<file path="config.mk">
export PLATFORM = sky130hd
export DESIGN_NAME = draw_screen_bg
export DESIGN_NICKNAME = d
export VERILOG_FILES = /design/src/rtl/draw_bg_pkg.sv /design/src/rtl/draw_screen_bg_frame_sync.sv /design/src/rtl/draw_screen_bg.sv
export SDC_FILE = /design/constraint.sdc
export NUM_CORES = 1
export LEC_CHECK = 0
export CAP_MARGIN = 10
export CORE_ASPECT_RATIO = 1.25
export CORE_MARGIN = 2
export CORE_UTILIZATION = 40
export DETAILED_ROUTE_END_ITERATION = 16
export PLACE_DENSITY = 0.88
export SLEW_MARGIN = 20
export SYNTH_ARGS = -nofsm -noshare
export SYNTH_HDL_FRONTEND = slang
export SYNTH_SLANG_ARGS = --single-unit
export TNS_END_PERCENT = 100
</file>
<file path="constraint.sdc">
create_clock -name pclk -period 3.3 [get_ports pclk]
set_clock_uncertainty 0.15 [all_clocks]
set_input_delay 0.99 -clock pclk [delete_from_list [all_inputs] [get_ports pclk]]
set_output_delay 0.99 -clock pclk [all_outputs]
set_load 0.005 [all_outputs]
</file>
<file path="src/rtl/draw_bg_pkg.sv">
// Shared mode codes and background colours for the screen-mode controller.
package draw_bg_pkg;

    localparam logic [1:0] MODE_MENU  = 2'b00;
    localparam logic [1:0] MODE_GAME  = 2'b01;
    localparam logic [1:0] MODE_PAUSE = 2'b10;
    localparam logic [1:0] MODE_OVER  = 2'b11;

    localparam logic [11:0] RGB_BLACK      = 12'h000;
    localparam logic [11:0] RGB_WHITE      = 12'hFFF;
    localparam logic [11:0] RGB_EDGE_TOP   = 12'hFF0;
    localparam logic [11:0] RGB_EDGE_BOT   = 12'hF00;
    localparam logic [11:0] RGB_EDGE_LEFT  = 12'h0F0;
    localparam logic [11:0] RGB_EDGE_RIGHT = 12'h00F;
    localparam logic [11:0] RGB_MENU_HOVER = 12'h0F0;
    localparam logic [11:0] RGB_PAUSE_BG   = 12'h222;
    localparam logic [11:0] RGB_OVER_HOVER = 12'h039;
    localparam logic [11:0] RGB_OVER_BG    = 12'h192;

endpackage

</file>
<file path="src/rtl/draw_screen_bg_frame_sync.sv">
// Frame-start detector on the rising edge of vblank; with BG_BLINK_EN it also
// keeps the frame counter that drives the GAME_OVER box blink.
module frame_sync #(
    parameter int BLINK_FRAMES = 16
) (
    input  logic pclk,
    input  logic rst,
    input  logic vblnk,
    input  logic commit,
    output logic frame_start,
    output logic blink
);

    logic vblnk_d;

    always_ff @(posedge pclk) begin
        if (rst) vblnk_d <= 1'b0;
        else     vblnk_d <= vblnk;
    end

    assign frame_start = vblnk & ~vblnk_d;

`ifdef BG_BLINK_EN
    localparam int CW = $clog2(2 * BLINK_FRAMES);
    logic [CW-1:0] frame_cnt;

    // A mode commit restarts the blink so a fresh GAME_OVER always opens solid.
    always_ff @(posedge pclk) begin
        if (rst || commit)
            frame_cnt <= '0;
        else if (frame_start)
            frame_cnt <= (frame_cnt == CW'(2 * BLINK_FRAMES - 1)) ? '0 : frame_cnt + 1'b1;
    end

    assign blink = (frame_cnt >= CW'(BLINK_FRAMES));
`else
    logic unused_cfg;
    assign unused_cfg = commit ^ (BLINK_FRAMES == 0);
    assign blink      = 1'b0;
`endif

endmodule

</file>
<file path="src/rtl/draw_screen_bg.sv">
// Screen-mode register with frame-synchronised commits plus background renderer.
// Optional GAME_OVER box blink is enabled by defining BG_BLINK_EN.
module draw_screen_bg
    import draw_bg_pkg::*;
#(
    parameter int H_RES         = 1024,
    parameter int V_RES         = 768,
    parameter int TOP_V_LINE    = 317,
    parameter int BOTTOM_V_LINE = 617,
    parameter int LEFT_H_LINE   = 361,
    parameter int RIGHT_H_LINE  = 661,
    parameter int BORDER        = 10,
    parameter int BTN_X         = 384,
    parameter int BTN_Y         = 384,
    parameter int BTN_W         = 306,
    parameter int BTN_H         = 96,
    parameter int BLINK_FRAMES  = 16
) (
    input  logic        pclk,
    input  logic        rst,
    input  logic [11:0] hcount_in,
    input  logic [11:0] vcount_in,
    input  logic        hsync_in,
    input  logic        vsync_in,
    input  logic        hblnk_in,
    input  logic        vblnk_in,
    input  logic        game_on,
    input  logic        menu_on,
    input  logic        pause_on,
    input  logic        game_over,
    input  logic [11:0] xpos,
    input  logic [11:0] ypos,
    input  logic        mouse_left,
    output logic [11:0] hcount_out,
    output logic [11:0] vcount_out,
    output logic        hsync_out,
    output logic        vsync_out,
    output logic        hblnk_out,
    output logic        vblnk_out,
    output logic [11:0] rgb_out,
    output logic [1:0]  mode,
    output logic        play_selected,
    output logic        btn_hover
);

    logic       mouse_left_d, pause_d;
    logic [1:0] pend, req_mode, mode_next;
    logic       pend_v, req_v, commit;
    logic       frame_start, blink;
    logic       hit, click, pause_edge;
    logic       in_box, in_outer, in_inner;
    logic [11:0] rgb_next;

    frame_sync #(.BLINK_FRAMES(BLINK_FRAMES)) u_frame_sync (
        .pclk        (pclk),
        .rst         (rst),
        .vblnk       (vblnk_in),
        .commit      (commit),
        .frame_start (frame_start),
        .blink       (blink)
    );

    // 13-bit compares so the box end never wraps.
    assign hit = ({1'b0, xpos} >= 13'(BTN_X)) && ({1'b0, xpos} < 13'(BTN_X + BTN_W)) &&
                 ({1'b0, ypos} >= 13'(BTN_Y)) && ({1'b0, ypos} < 13'(BTN_Y + BTN_H));
    assign click      = mouse_left & ~mouse_left_d;
    assign pause_edge = pause_on & ~pause_d;

    // Every branch requests a mode different from the committed one.
    always_comb begin
        req_v    = 1'b0;
        req_mode = mode;
        if (menu_on && mode != MODE_MENU) begin
            req_v = 1'b1; req_mode = MODE_MENU;
        end else if (game_over && (mode == MODE_GAME || mode == MODE_PAUSE)) begin
            req_v = 1'b1; req_mode = MODE_OVER;
        end else if (pause_edge && mode == MODE_GAME) begin
            req_v = 1'b1; req_mode = MODE_PAUSE;
        end else if (pause_edge && mode == MODE_PAUSE) begin
            req_v = 1'b1; req_mode = MODE_GAME;
        end else if (game_on && (mode == MODE_MENU || mode == MODE_OVER)) begin
            req_v = 1'b1; req_mode = MODE_GAME;
        end else if (click && mode == MODE_MENU && hit) begin
            req_v = 1'b1; req_mode = MODE_GAME;
        end else if (click && mode == MODE_OVER) begin
            req_v = 1'b1; req_mode = hit ? MODE_GAME : MODE_MENU;
        end
    end

    assign commit    = frame_start && (req_v || pend_v);
    assign mode_next = commit ? (req_v ? req_mode : pend) : mode;

    always_ff @(posedge pclk) begin
        if (rst) begin
            mode          <= MODE_MENU;
            pend          <= MODE_MENU;
            pend_v        <= 1'b0;
            mouse_left_d  <= 1'b0;
            pause_d       <= 1'b0;
            play_selected <= 1'b0;
        end else begin
            mode          <= mode_next;
            play_selected <= (mode_next == MODE_GAME);
            mouse_left_d  <= mouse_left;
            pause_d       <= pause_on;
            if (commit) begin
                pend_v <= 1'b0;
            end else if (req_v) begin
                pend   <= req_mode;
                pend_v <= 1'b1;
            end
        end
    end

    assign in_box   = (hcount_in >= 12'(BTN_X)) && ({1'b0, hcount_in} < 13'(BTN_X + BTN_W)) &&
                      (vcount_in >= 12'(BTN_Y)) && ({1'b0, vcount_in} < 13'(BTN_Y + BTN_H));
    assign in_outer = (hcount_in >= 12'(LEFT_H_LINE - BORDER)) && (hcount_in <= 12'(RIGHT_H_LINE + BORDER)) &&
                      (vcount_in >= 12'(TOP_V_LINE - BORDER))  && (vcount_in <= 12'(BOTTOM_V_LINE + BORDER));
    assign in_inner = (hcount_in >= 12'(LEFT_H_LINE)) && (hcount_in <= 12'(RIGHT_H_LINE)) &&
                      (vcount_in >= 12'(TOP_V_LINE))  && (vcount_in <= 12'(BOTTOM_V_LINE));

    always_comb begin
        rgb_next = RGB_BLACK;
        if (hblnk_in || vblnk_in)                rgb_next = RGB_BLACK;
        else if (vcount_in == 12'd0)             rgb_next = RGB_EDGE_TOP;
        else if (vcount_in == 12'(V_RES - 1))    rgb_next = RGB_EDGE_BOT;
        else if (hcount_in == 12'd0)             rgb_next = RGB_EDGE_LEFT;
        else if (hcount_in == 12'(H_RES - 1))    rgb_next = RGB_EDGE_RIGHT;
        else begin
            case (mode)
                MODE_MENU:  rgb_next = in_box ? (hit ? RGB_MENU_HOVER : RGB_WHITE) : RGB_BLACK;
                MODE_GAME:  rgb_next = (in_outer && !in_inner) ? RGB_WHITE : RGB_BLACK;
                MODE_PAUSE: rgb_next = (in_outer && !in_inner) ? RGB_WHITE :
                                       (in_inner ? RGB_PAUSE_BG : RGB_BLACK);
                default:    rgb_next = !in_box ? RGB_OVER_BG :
                                       (hit ? RGB_OVER_HOVER : (blink ? RGB_OVER_BG : RGB_WHITE));
            endcase
        end
    end

    always_ff @(posedge pclk) begin
        if (rst) begin
            hcount_out <= '0;
            vcount_out <= '0;
            hsync_out  <= 1'b0;
            vsync_out  <= 1'b0;
            hblnk_out  <= 1'b0;
            vblnk_out  <= 1'b0;
            rgb_out    <= '0;
            btn_hover  <= 1'b0;
        end else begin
            hcount_out <= hcount_in;
            vcount_out <= vcount_in;
            hsync_out  <= hsync_in;
            vsync_out  <= vsync_in;
            hblnk_out  <= hblnk_in;
            vblnk_out  <= vblnk_in;
            rgb_out    <= rgb_next;
            btn_hover  <= hit;
        end
    end

endmodule
</file>
==> impl_metrics.json, run 1 <==
{
  "insertion_delay_ns": 0.29,
  "num_vias": 2291,
  "cp-endpoint": "play_selected$_SDFF_PP0_",
  "worst_slew_pin_slew_ns": 0.4589,
  "worst_slack_ns": 0.2166,
  "worstSetupPathType": "primary input to register",
  "fin_crit_sh_pct": 93.44,
  "cap_violations": 0,
  "rsz0062_at_grt": "no",
  "arrival_ns": 3.12,
  "place_ws_ns": -0.09407,
  "post-route-min-period_ns": 3.083,
  "io_pins": 103,
  "syn_area_per_cell_um2": 8.825,
  "grt_pass1_wl_um": 9528,
  "nets": 423,
  "setup_viol": 0,
  "mostFrequentLayoutCell": "clkdlybuf4s50_1",
  "drtPass1Iterations": 4,
  "dp_hpwl_um": 4486,
  "mostFrequentLayoutCells": "clkdlybuf4s50_1, dfxtp_1, nor2b_1, buf_4, a21oi_1",
  "yosys_warnings": 0,
  "track_usage_pct": 19.50,
  "p_per_area_nw_per_um2": 386.4,
  "cts_sinks": 47,
  "crit_path_start_kind": "primary input",
  "gp_congestion": 0.9102,
  "irDropWorstVdd_v": 0.0002104,
  "holdCritPathClass": "register to register",
  "drt_iter0_markers": 120,
  "clk_pin_slew_ns": 0.08,
  "end_kind": "register",
  "status": "completed",
  "final_max_slew_viol_count": 0,
  "wl_per_cell_um": 13.51,
  "ys_types": 48,
  "cts_resized": 0,
  "io_buffer_count": 96,
  "r2r-start": "mode[0]$_SDFF_PP0_",
  "grt_pass1_vias": 2185,
  "cts_made_buffers": 5,
  "critPathMaxFanout": 3,
  "ys_seq_elements": 47,
  "die_w_um": 69.49,
  "hold_violations": 0,
  "maxSlewHeadroom_pct": 69.17,
  "post_drt_via_cell_ratio": 5.416,
  "diodes": 0,
  "total_power_w": 0.001317,
  "drc": 0,
  "coreArea_um2": 5116,
  "rows": 29,
  "grt_max_degree": 37,
  "cts_tree": "yes",
  "start_util_pct": 41.92,
  "antenna_left": 0,
  "synthCells": 243,
  "required_ns": 3.34,
  "dieArea_um2": 5967,
  "grt-ovfl-total": 0,
  "synth_area_um2": 2145,
  "die_h_um": 85.87,
  "drive_gt1_share_pct": 10.25,
  "area_growth_pct": 58.98,
  "grt_antenna_before_repair": 0,
  "cts_buffer_depth": 2,
  "ff2ff_path_depth": 9,
  "cts_root_buf": "clkbuf_8",
  "ctsHoldBuffers": 0,
  "p_leak_nw": 1.299,
  "htree_num_levels": 2,
  "ff2ff_setup_slack_ns": 0.93,
  "cts_setup_buffers": 0,
  "syn_nets": 306,
  "hold_start": "pend[1]$_SDFFE_PP0N_",
  "startpoint": "xpos[10]",
  "max_freq_mhz": 324.3,
  "ys_seq_area_share_pct": 43.87,
  "r2r_end": "play_selected$_SDFF_PP0_",
  "wl_um": 5713
}
[power by group]
| group | switching [W] | leakage (nW) | internal, W |
|---|---|---|---|
| combinational | 0.000143 | 0.859 | 0.000188 |
| clock | 0.000180 | 0.0515 | 0.000191 |
| sequential | 0.0000154 | 0.388 | 0.000600 |
[cell families (layout without fill, tap and decap cells)]
logic type | after synthesis | in the layout | synth area share, %
AOI/OAI and AO/OA | 56 | 56 | 17.56
adders and majority gates | 4 | 4 | 2.334
buffers and inverters | 14 | 132 | 2.858
DFF | 47 | 47 | 43.87
muxes | 1 | 1 | 0.4668
and+or+nand+nor | 121 | 121 | 32.91
[worst min path at each step]
| stage | to | cells past startpoint | slack [ns] |
|---|---|---|---|
| CTS | pend[1]$_SDFFE_PP0N_ | 2 | 0.33 |
| finish | pend[1]$_SDFFE_PP0N_ | 2 | 0.33 |
| global route | pend[1]$_SDFFE_PP0N_ | 2 | 0.36 |
| floorplan | pend[1]$_SDFFE_PP0N_ | 2 | 0.30 |
| detailed placement | pend[1]$_SDFFE_PP0N_ | 2 | 0.32 |
| global placement | pend[1]$_SDFFE_PP0N_ | 2 | 0.31 |
[layout make-up]
| class | instances | area, um2 |
|---|---|---|
| Multi-Input combinational cell | 182 | 1142 |
| Sequential cell | 47 | 940.9 |
| Fill cell | 419 | 1707 |
| Inverter | 6 | 22.52 |
| Timing Repair Buffer | 118 | 1126 |
| Clock buffer | 8 | 100.1 |
| Tap cell | 62 | 77.57 |
[Yosys cell counts (all sizes together)]
cell | n | area share [%]
o21a | 3 | 1.1
a2111oi | 1 | 0.41
or3 | 6 | 1.8
o311ai | 1 | 0.41
mux2i | 1 | 0.47
nand4 | 6 | 2.0
a221oi | 2 | 0.82
and4 | 2 | 0.82
a2bb2oi | 1 | 0.41
a21oi | 17 | 4.0
o211a | 1 | 0.47
nor4 | 4 | 1.9
nor3 | 8 | 1.9
nand2b | 7 | 2.0
a21boi | 2 | 0.88
a41oi | 1 | 0.41
ha | 4 | 2.3
dfxtp | 47 | 44
buf | 3 | 0.93
or2 | 1 | 0.29
nor4b | 3 | 1.2
and3b | 2 | 0.82
nand3b | 1 | 0.35
a211oi | 1 | 0.35
o2111ai | 1 | 0.41
or4 | 2 | 0.88
o211ai | 1 | 0.35
a211o | 1 | 0.41
nor2 | 16 | 2.8
nor2b | 32 | 9.3
a22o | 1 | 0.41
and4b | 1 | 0.47
and2 | 3 | 0.88
o31a | 3 | 1.2
inv | 6 | 1.1
a31oi | 3 | 0.88
nand3 | 13 | 3.0
o21ai | 14 | 3.8
o311a | 2 | 0.93
nand2 | 14 | 2.5
clkbuf | 5 | 0.88
[state kept, by name, summed over array words and instances (netlist names)]
name / count
mode: 2
pend_v: 1
play_selected: 1
mouse_left_d: 1
hblnk_out: 1
vsync_out: 1
btn_hover: 1
hsync_out: 1
rgb_out: 10
vcount_out: 12
hcount_out: 12
pause_d: 1
pend: 2
vblnk_out: 1
[stage by stage]
| step | TNS, ns | cell area, um2 | utilization, % | hold slack, ns | instances |
|---|---|---|---|---|---|
| after floorplan | 0 | 2145 | - | 0.3002 | 243 |
| after global placement | -0.08347 | 3309 | 64.69 | 0.3100 | 415 |
| after detailed placement | -0.2973 | 3309 | 64.69 | 0.3183 | 415 |
| after CTS | 0 | 3410 | 66.64 | 0.3306 | 423 |
| after global routing | 0 | 3410 | 66.64 | 0.3588 | 423 |
| final | 0 | 3410 | 66.64 | 0.3326 | 423 |
[worst max-delay path, stage by stage]
cell and delay [ns]:
clkdlybuf4s50_1 0.44, nor4b_1 0.33, and4_1 0.25, a41oi_1 0.16, o21ai_2 0.21, o21ai_1 0.13, a211o_1 0.30, a221oi_1 0.31
[metal layers]
| layer | up-vias | global-route usage [%] | share of wire, % |
|---|---|---|---|
| met5 | - | 0 | 0 |
| met4 | 0 | 8.913 | 3.4 |
| met3 | 19 | 4.583 | 7.1 |
| met2 | 106 | 35.58 | 50 |
| met1 | 1054 | 21.33 | 39 |
| li1 | 1112 | - | - |
Note: power is estimated with default switching activity, not from simulation.
==> inputs of run 2 (changes only) <==
--- a/config.mk
+++ b/config.mk
@@ -10,6 +10,7 @@
 export CORE_MARGIN = 2
 export CORE_UTILIZATION = 40
 export DETAILED_ROUTE_END_ITERATION = 16
+export GPL_ROUTABILITY_DRIVEN = 0
 export PLACE_DENSITY = 0.88
 export SLEW_MARGIN = 20
 export SYNTH_ARGS = -nofsm -noshare
==> results of run 2 <==
No change in the layout: final DEF, timing and power equal those of run 1.
